==> src/rtl/banner_text_ctrl.sv <==
// banner_text_ctrl: walks the banner character slots of each scanline and emits glyph codes
// with slot-local coordinates; message changes apply at frame start. Blinking: BANNER_BLINK_EN.
module banner_text_ctrl #(
    parameter int X_ORIGIN     = 128,
    parameter int Y_ORIGIN     = 128,
    parameter int MAX_CHARS    = 9,
    parameter int V_ACTIVE     = 768,
    parameter int BLINK_FRAMES = 30
) (
    input  logic        clk_in,
    input  logic        rst_in,
    input  logic [10:0] hcount_in,
    input  logic [9:0]  vcount_in,
    input  logic [1:0]  msg_sel_in,
    input  logic        msg_valid_in,
    output logic        msg_ready_out,
    input  logic [11:0] color_in,
    input  logic [3:0]  scale_in,
    input  logic        blink_en_in,
    output logic [4:0]  letter_out,
    output logic [10:0] glyph_hcount_out,
    output logic [9:0]  glyph_vcount_out,
    output logic [11:0] color_out,
    output logic [3:0]  scale_out,
    output logic        active_out
);
    localparam int SLOT_W = (MAX_CHARS > 1) ? $clog2(MAX_CHARS) : 1;
    localparam logic [10:0]       X_START   = 11'(X_ORIGIN);
    localparam logic [10:0]       Y_START   = 11'(Y_ORIGIN);
    localparam logic [10:0]       V_END     = 11'(V_ACTIVE);
    localparam logic [9:0]        Y_OFFSET  = 10'(Y_ORIGIN);
    localparam logic [SLOT_W-1:0] LAST_SLOT = SLOT_W'(MAX_CHARS - 1);

    localparam logic [4:0] L_BLANK = 5'd0;
    localparam logic [4:0] L_G     = 5'd1;
    localparam logic [4:0] L_A     = 5'd2;
    localparam logic [4:0] L_M     = 5'd3;
    localparam logic [4:0] L_E     = 5'd4;
    localparam logic [4:0] L_O     = 5'd5;
    localparam logic [4:0] L_V     = 5'd6;
    localparam logic [4:0] L_R     = 5'd7;
    localparam logic [4:0] L_H     = 5'd8;
    localparam logic [4:0] L_P     = 5'd9;

    typedef enum logic [1:0] {
        IDLE,
        SCAN,
        DONE
    } state_t;

    function automatic logic [4:0] rom_letter(input logic [1:0] msg, input logic [SLOT_W-1:0] slot);
        logic [4:0] code;
        code = L_BLANK;
        case (msg)
            2'd1: begin
                case (int'(slot))
                    0:       code = L_G;
                    1:       code = L_A;
                    2:       code = L_M;
                    3:       code = L_E;
                    5:       code = L_O;
                    6:       code = L_V;
                    7:       code = L_E;
                    8:       code = L_R;
                    default: code = L_BLANK;
                endcase
            end
            2'd2: begin
                case (int'(slot))
                    0:       code = L_H;
                    1:       code = L_O;
                    2:       code = L_M;
                    3:       code = L_E;
                    default: code = L_BLANK;
                endcase
            end
            2'd3: begin
                case (int'(slot))
                    0:       code = L_M;
                    1:       code = L_A;
                    2:       code = L_P;
                    default: code = L_BLANK;
                endcase
            end
            default: code = L_BLANK;
        endcase
        return code;
    endfunction

    state_t            state_q, state_d;
    logic [7:0]        col_q, col_d;
    logic [SLOT_W-1:0] slot_q, slot_d;
    logic [7:0]        pitch_q, pitch_d;
    logic [1:0]        cur_msg_q, pend_msg_q;
    logic              pending_q;

    logic [1:0]        scl;
    logic [10:0]       v_ext;
    logic [10:0]       band_end;
    logic              in_band;
    logic [7:0]        pitch_new;
    logic              frame_start;
    logic              xfer;
    logic              visible;

    logic              pix_on;
    logic [7:0]        pix_col;
    logic [SLOT_W-1:0] pix_slot;
    logic [4:0]        pix_letter;
    logic              show;

    assign scl         = scale_in[1:0];
    assign v_ext       = {1'b0, vcount_in};
    assign band_end    = Y_START + (11'd12 << scl);
    assign in_band     = (v_ext >= Y_START) && (v_ext < band_end) && (v_ext < V_END);
    assign pitch_new   = 8'd20 << scl;
    assign frame_start = (hcount_in == '0) && (vcount_in == '0);
    assign xfer        = msg_valid_in && !pending_q;

    always_ff @(posedge clk_in) begin
        if (rst_in) begin
            state_q <= IDLE;
            col_q   <= '0;
            slot_q  <= '0;
            pitch_q <= '0;
        end else begin
            state_q <= state_d;
            col_q   <= col_d;
            slot_q  <= slot_d;
            pitch_q <= pitch_d;
        end
    end

    // The IDLE->SCAN cycle renders column 0 of slot 0 itself, so the counter resumes at 1.
    always_comb begin
        state_d  = state_q;
        col_d    = col_q;
        slot_d   = slot_q;
        pitch_d  = pitch_q;
        pix_on   = 1'b0;
        pix_col  = '0;
        pix_slot = '0;
        case (state_q)
            IDLE: begin
                col_d  = '0;
                slot_d = '0;
                if (in_band && hcount_in == X_START) begin
                    state_d = SCAN;
                    pitch_d = pitch_new;
                    col_d   = 8'd1;
                    pix_on  = 1'b1;
                end
            end
            SCAN: begin
                pix_on   = 1'b1;
                pix_col  = col_q;
                pix_slot = slot_q;
                if (col_q == pitch_q - 8'd1) begin
                    col_d = '0;
                    if (slot_q == LAST_SLOT) begin
                        state_d = DONE;
                    end else begin
                        slot_d = slot_q + 1'b1;
                    end
                end else begin
                    col_d = col_q + 8'd1;
                end
            end
            DONE: begin
                if (hcount_in == '0) begin
                    state_d = IDLE;
                end
            end
            default: state_d = IDLE;
        endcase
        if (!in_band) begin
            state_d = IDLE;
            pix_on  = 1'b0;
        end
    end

    always_ff @(posedge clk_in) begin
        if (rst_in) begin
            cur_msg_q  <= '0;
            pend_msg_q <= '0;
            pending_q  <= 1'b0;
        end else begin
            if (frame_start) begin
                cur_msg_q <= pend_msg_q;
                pending_q <= xfer;
            end else if (xfer) begin
                pending_q <= 1'b1;
            end
            if (xfer) begin
                pend_msg_q <= msg_sel_in;
            end
        end
    end

    assign msg_ready_out = !pending_q;

`ifdef BANNER_BLINK_EN
    localparam int FC_W = (BLINK_FRAMES > 1) ? $clog2(BLINK_FRAMES) : 1;
    localparam logic [FC_W-1:0] FC_LAST = FC_W'(BLINK_FRAMES - 1);

    logic [FC_W-1:0] frame_cnt_q;
    logic            hidden_q;

    always_ff @(posedge clk_in) begin
        if (rst_in || !blink_en_in) begin
            frame_cnt_q <= '0;
            hidden_q    <= 1'b0;
        end else if (frame_start) begin
            if (frame_cnt_q == FC_LAST) begin
                frame_cnt_q <= '0;
                hidden_q    <= !hidden_q;
            end else begin
                frame_cnt_q <= frame_cnt_q + 1'b1;
            end
        end
    end

    assign visible = !hidden_q;
`else
    logic unused_blink;
    assign unused_blink = blink_en_in ^ (BLINK_FRAMES == 0);
    assign visible      = 1'b1;
`endif

    assign pix_letter = rom_letter(cur_msg_q, pix_slot);
    assign show       = pix_on && visible && (pix_letter != L_BLANK);

    always_ff @(posedge clk_in) begin
        if (rst_in) begin
            letter_out       <= '0;
            glyph_hcount_out <= '0;
            glyph_vcount_out <= '0;
            color_out        <= '0;
            scale_out        <= '0;
            active_out       <= 1'b0;
        end else begin
            letter_out       <= show ? pix_letter : L_BLANK;
            glyph_hcount_out <= show ? {3'b000, pix_col} : '0;
            glyph_vcount_out <= vcount_in - Y_OFFSET;
            color_out        <= show ? color_in : '0;
            scale_out        <= scale_in;
            active_out       <= show;
        end
    end

endmodule
==> config.mk <==
export PLATFORM = sky130hd
export DESIGN_NAME = banner_text_ctrl
export DESIGN_NICKNAME = d
export VERILOG_FILES = /design/src/rtl/banner_text_ctrl.sv
export SDC_FILE = /design/constraint.sdc
export NUM_CORES = 1
export LEC_CHECK = 0
export ABC_CLOCK_PERIOD_IN_PS = 7250
export CORE_ASPECT_RATIO = 0.5
export CORE_MARGIN = 2
export CORE_UTILIZATION = 30
export DETAILED_ROUTE_END_ITERATION = 16
export PLACE_DENSITY = 0.55
export SLEW_MARGIN = 20
export SYNTH_ARGS = -nofsm -noshare
export SYNTH_HDL_FRONTEND = slang
export SYNTH_SLANG_ARGS = --single-unit
==> constraint.sdc <==
create_clock -name clk_in -period 7.25 [get_ports clk_in]
set_input_delay 1.45 -clock clk_in [delete_from_list [all_inputs] [get_ports clk_in]]
set_output_delay 1.45 -clock clk_in [all_outputs]
set_load 0.02 [all_outputs]
; Yosys cells after proc, flatten, opt, wreduce, memory -nomap -nowiden
; Memories as Yosys holds them, arrays and structs flattened.
; Cells that the tools add are included.
[totals]
romBits = 48
input_bits = 43
ff_bits = 70
memories = 1
[memory_table]
columns = memory, words, word_bits, read_ports, rd_ports_with_merged_regs, wr, line_no
row1 = (name not given), 16, 3, 1, 0, 0, 56  ; case (int'(slot))
[op_classes]
shift = 2
eq_ne = 16
order_cmp = 3
bitwise = 3
n_mux = 20
reduce_logical = 20
addsub = 5
[op_table]
columns = operator, count
row1 = one-hot mux 4 bit (4 select lines), 1
row2 = one-hot mux 8 bit (2 select lines), 1
row3 = one-hot mux 5 bit (3 select lines), 1
row4 = 2-to-1 mux 4 bit, 3
row5 = one-hot mux 4 bit (3 select lines), 1
row6 = "adder 8 x 11 -> 11 bit, first input constant", 1
row7 = "equality test 11 x 8 -> 1 bit, second input constant", 1
row8 = logical NOT 11 bit, 1
row9 = less-than comparator 10 x 11 -> 1 bit, 1
row10 = "<< shifter 4 x 2 -> 11 bit, first input constant", 1
row11 = "greater-or-equal comparator 10 x 8 -> 1 bit, second input constant", 1
row12 = logical NOT 10 bit, 1
row13 = "less-than comparator 10 bit, second input constant", 1
row14 = "inequality test 2 bit, second input constant", 5
row15 = "subtractor 10 x 8 -> 10 bit, second input constant", 1
row16 = "adder 8 x 1 -> 8 bit, second input constant", 1
row17 = "equality test 4 x 2 -> 1 bit, second input constant", 2
row18 = equality test 8 bit, 1
row19 = 2-to-1 mux 2 bit, 4
row20 = 2-to-1 mux 8 bit, 1
row21 = one-hot mux 4 bit (2 select lines), 1
row22 = "<< shifter 5 x 2 -> 8 bit, first input constant", 1
row23 = "subtractor 8 x 1 -> 8 bit, second input constant", 1
row24 = "equality test 2 bit, second input constant", 3
row25 = 19 further kinds, 33

; Longest topological paths before layout
[logic_depth]
word_depth = 12
mapped_depth = 12
mapped_depth_nobuf = 9

; Worst setup path before layout
; Ideal clock, no wire load.
[synth_timing]
path_kind = input to register
start = input port scale_in[0]
end = register glyph_hcount_out[0]
required_ps = 7177
setup_time_ps = 73
arrival_ps = 3335
stages = 10
n_path_buf = 1
setup_slack_ps = 3843
cell_sequence = inv_1 > ha_1 > inv_1 > ha_1 > o21a_1 > o21a_1 > o21a_1 > or4_1 > buf_6 > nor3b_2
[synth_between]
elab_chain_cells = 12
[synth_rtl]
columns = element, line_no
row1 = "start, declared", 18  ; input logic [3:0] scale_in,
row2 = << shifter 4 x 2 -> 11 bit (*), 114  ; assign band_end = Y_START + (11'd12 << scl);
row3 = adder 8 x 11 -> 11 bit (*), 114
row4 = named net band_end[2], 99  ; logic [10:0] band_end;
row5 = less-than comparator 10 x 11 -> 1 bit (*), 115  ; assign in_band = (v_ext >= Y_START) && (v_ext < band_end) && (v_ext < V_END);
row6 = logical AND 1 bit (*) (2 in series), 115
row7 = logical AND 1 bit, 147  ; if (in_band && hcount_in == X_START) begin
row8 = 2-to-1 mux 1 bit, 147
row9 = one-hot mux 1 bit (2 select lines), 143  ; case (state_q)
row10 = 2-to-1 mux 1 bit (*), 176  ; if (!in_band) begin
row11 = logical AND 1 bit (*), 231  ; assign show = pix_on && visible && (pix_letter != L_BLANK);
row12 = inverter 1 bit (no line) (*), --
row13 = OR reduction 3 bit (no line) (*), --
row14 = "end signal, assigned", 243  ; glyph_hcount_out <= show ? {3'b000, pix_col} : '0;
row15 = "end, declared", 21  ; output logic [10:0] glyph_hcount_out,
; The timed path passes the listed nets; every way through them passes the cells marked *.
; A chain may end at the register's enable or synchronous reset.

; Worst setup path in the final report
[layout_timing]
start = input port scale_in[0]
end = register color_out[2]
[layout_between]
elab_chain_cells = 12
[layout_rtl]
columns = element, line_no
row1 = << shifter 4 x 2 -> 11 bit (*), 114
row2 = adder 8 x 11 -> 11 bit (*), 114
row3 = named net band_end[2], 99
row4 = less-than comparator 10 x 11 -> 1 bit (*), 115
row5 = logical AND 1 bit (*) (2 in series), 115
row6 = logical AND 1 bit, 147
row7 = 2-to-1 mux 1 bit, 147
row8 = one-hot mux 1 bit (2 select lines), 143
row9 = 2-to-1 mux 1 bit (*), 176
row10 = logical AND 1 bit (*), 231
row11 = inverter 1 bit (no line) (*), --
row12 = OR reduction 2 bit (no line) (*), --
row13 = "end signal, assigned", 245  ; color_out <= show ? color_in : '0;
row14 = "end, declared", 23  ; output logic [11:0] color_out,
; Marked as above.

==> metrics.md <==
| Metric | Value |
|---|---|
| Final min period | `4.20 ns` |
| Total GRT Usage | `14.0%` |
| Initial Util | `30.8%` |
| CTS Buffer Depth | `2` |
| DP HPWL | `5.35 mm` |
| Total clock sinks | `64` |
| Slew @ Worst Pin | `1.05 ns` |
| WL per Instance | `13.3 um` |
| P&R area growth vs syn | `38.9%` |
| Clock Tree Root | `clkbuf_16` |
| Most common cell after layout, fill and taps aside | `clkdlybuf4s50_1` |
| Hold Path Class | `flop to flop` |
| Diodes inserted | `0` |
| Gpl congestion | `0.815` |
| Post-CTS resize count | `0` |
| Design area | `0.00436 sq mm` |
| First-pass GRT wire length | `12.8 mm` |
| Yosys top cell area share | `40.8%` |
| Die X | `149 um` |
| TNS Setup | `0 ns` |
| Power, Total | `0.853 mW` |
| Status | `completed` |
| Final ANT Viol Nets | `0` |
| Worst hold slack | `0.457 ns` |
| Vias in the first global route | `2645` |
| Final setup violating endpoints | `0` |
| Clk Latency, worst-skew pair | `0.32 ns` |
| Num CTS Buffers | `9` |
| # port buffers | `81` |
| Die area | `0.0113 sq mm` |
| Leakage power | `1.60 nW` |
| Num ports | `87` |
| MaxCap Viol Count | `0` |
| Post-synthesis sequential area ratio | `40.8%` |
| Final core occ | `42.8%` |
| Post-synthesis cell type count | `54` |
| First DRT Iteration DRCs | `201` |
| Slew HR | `30.2%` |
| NumNets Final | `478` |
| DRT Pass-1 Iters | `4` |
| Fin. Hold Viols | `0` |
| Vias | `2698` |
| Critical path peak fanout | `17` |
| FP Rows | `26` |
| RSZ-0062 raised after global routing | `false` |
| Routed WL | `7.45 mm` |
| Cell Area, Synth | `0.00314 sq mm` |
| Non-filler cells, final | `560` |
| Setup crit start kind | `input port` |
| Required @ worst endpoint | `7.48 ns` |
| Setup WS post-layout | `3.05 ns` |
| FF+latch count, synth | `64` |
| Die Ht | `76.3 um` |
| Largest net degree at the start of global routing | `44` |
| WP data arrival | `4.43 ns` |
| Clk slew on worst S/H paths | `0.05 ns` |
| FF-to-FF Start | `state_q[0]$_SDFFE_PP0P_` |
| Setup Buffers After CTS | `0` |
| DRC violations left | `0` |
| HP Start | `pend_msg_q[0]$_SDFFE_PP0P_` |
| Dominant cell type by area after synthesis | `dfxtp_1` |
| Most used flip-flop cell after synthesis | `dfxtp_1` |
| Fin. max-slew vios | `0` |
| Area after DPL | `0.00406 sq mm` |
| Post-place setup slack | `2.73 ns` |
| Share of cells above drive strength 1 | `8.10%` |
| Final cycle utilization of the critical path | `58.0%` |
| Post-synthesis cell count | `337` |
| Most frequent cells in the layout | `clkdlybuf4s50_1 (81), dfxtp_1 (64), nor2_1 (22)` |
| Worst vdd ir | `99.3 uV` |
| Yosys Warn Count | `0` |
| Setup Skew | `0.00410 ns` |
| Post-synth EDFFs | `0` |
| Syn Area/Cell | `9.31 sq um` |
| Routed vias/inst | `4.82` |
| Fmax | `0.238 GHz` |
| Synth area leaders | `dfxtp_1 (41%), ha_1 (8.0%), a21oi_1 (3.2%)` |
| Power Dens Cells | `196 mW/mm^2` |
| Worst setup path class | `input port to flop` |
| GRT overflow | `0` |
| CTS Hold Bufs | `0` |
| Placed Cells | `544` |
| Initial antenna violation count | `0` |
| Number of H-tree levels | `3` |
| Crit path from | `scale_in[0]` |
| Crit end category | `flop` |
| Core Box Area | `0.0102 sq mm` |
| TritonCTS clock tree | `yes` |
| FFs w/ async S/R, synth | `0%` |
-- cells by family (layout without fill, tap and decap cells) --
kind of cell,count (synthesis),count (layout),share of synthesized area (%)
flip-flops,64,64,40.8
other,1,4,0.120
XOR/XNOR,10,10,2.79
AO/OA/AOI/OAI,68,68,15.5
adder cells (fa/ha/maj),20,20,7.98
buffers and inverters,37,117,5.31
AND/OR/NAND/NOR,132,132,25.8
multiplexers,5,5,1.60
-- registers in the layout (all words and copies together) (netlist names) --
name,cells
active_out,1
col_q,8
color_out,12
cur_msg_q,2
glyph_hcount_out,8
glyph_vcount_out,10
letter_out,4
pend_msg_q,2
pending_q,1
pitch_q,6
scale_out,4
slot_q,4
state_q,2
-- worst paths after layout --
check	endpoint	slack (ns)	cells after the start
worst max register to register	color_out[2]$_SDFF_PP0_	3.86	9
worst min-delay path	cur_msg_q[0]$_SDFFE_PP0P_	0.46	2
worst min register to register	cur_msg_q[0]$_SDFFE_PP0P_	0.46	2
worst max-delay path	color_out[2]$_SDFF_PP0_	3.05	10
-- cells in the mapped netlist, types with 3 or more instances --
library cell  count
o221ai_1          4
nand2b_1          4
o21a_1            4
nand4_1           8
ha_1             20
buf_2             4
nor2_1           22
nor3_1            9
nor4_1            6
dfxtp_1          64
nor3b_2           8
or2_2             4
o31ai_1           6
or4_1             3
or3_1             4
o21ai_0           4
xnor2_1           4
nor3b_1          12
a31oi_1           4
and3_1            4
a21oi_1          20
nand3_1           7
clkbuf_1         10
nor2b_1          16
xor2_1            6
a211oi_1          3
buf_4             4
mux2i_1           5
inv_1            18
and2_1            4
nand2_1          15
-- final cells by class --
| cell class | count | area, sq um |
|---|---|---|
| Clock buffer | 13 | 260 |
| Clock inverter | 3 | 40.0 |
| Fill cell | 1000 | 5830 |
| Inverter | 18 | 67.6 |
| Multi-Input combinational cell | 239 | 1710 |
| Sequential cell | 64 | 1280 |
| Tap cell | 140 | 175 |
| Timing Repair Buffer | 83 | 826 |
-- per-layer routing --
layer	vias up	GRT usage [%]	share of wire, %
met2	71	20.7	40
li1	1369	-	-
met1	1249	18.6	51
met3	9	5.33	7.4
met4	0	4.57	1.4
met5	-	0	0
-- worst max-delay path, cell delays in order --
cell	delay [ns]
clkdlybuf4s50_1	0.56
inv_1	0.12
ha_1	0.23
inv_1	0.07
ha_1	0.22
o21a_1	0.19
o21a_1	0.18
o21ai_1	0.47
nand4b_2	0.59
nor3b_1	0.34
-- where the power goes --
| part | leakage (nW) | internal, mW | switching (mW) |
|---|---|---|---|
| clock network | 0.150 | 0.284 | 0.144 |
| logic | 0.934 | 0.0370 | 0.0288 |
| registers | 0.520 | 0.358 | 0.00180 |
No activity file was read; power rests on OpenSTA's default activity.
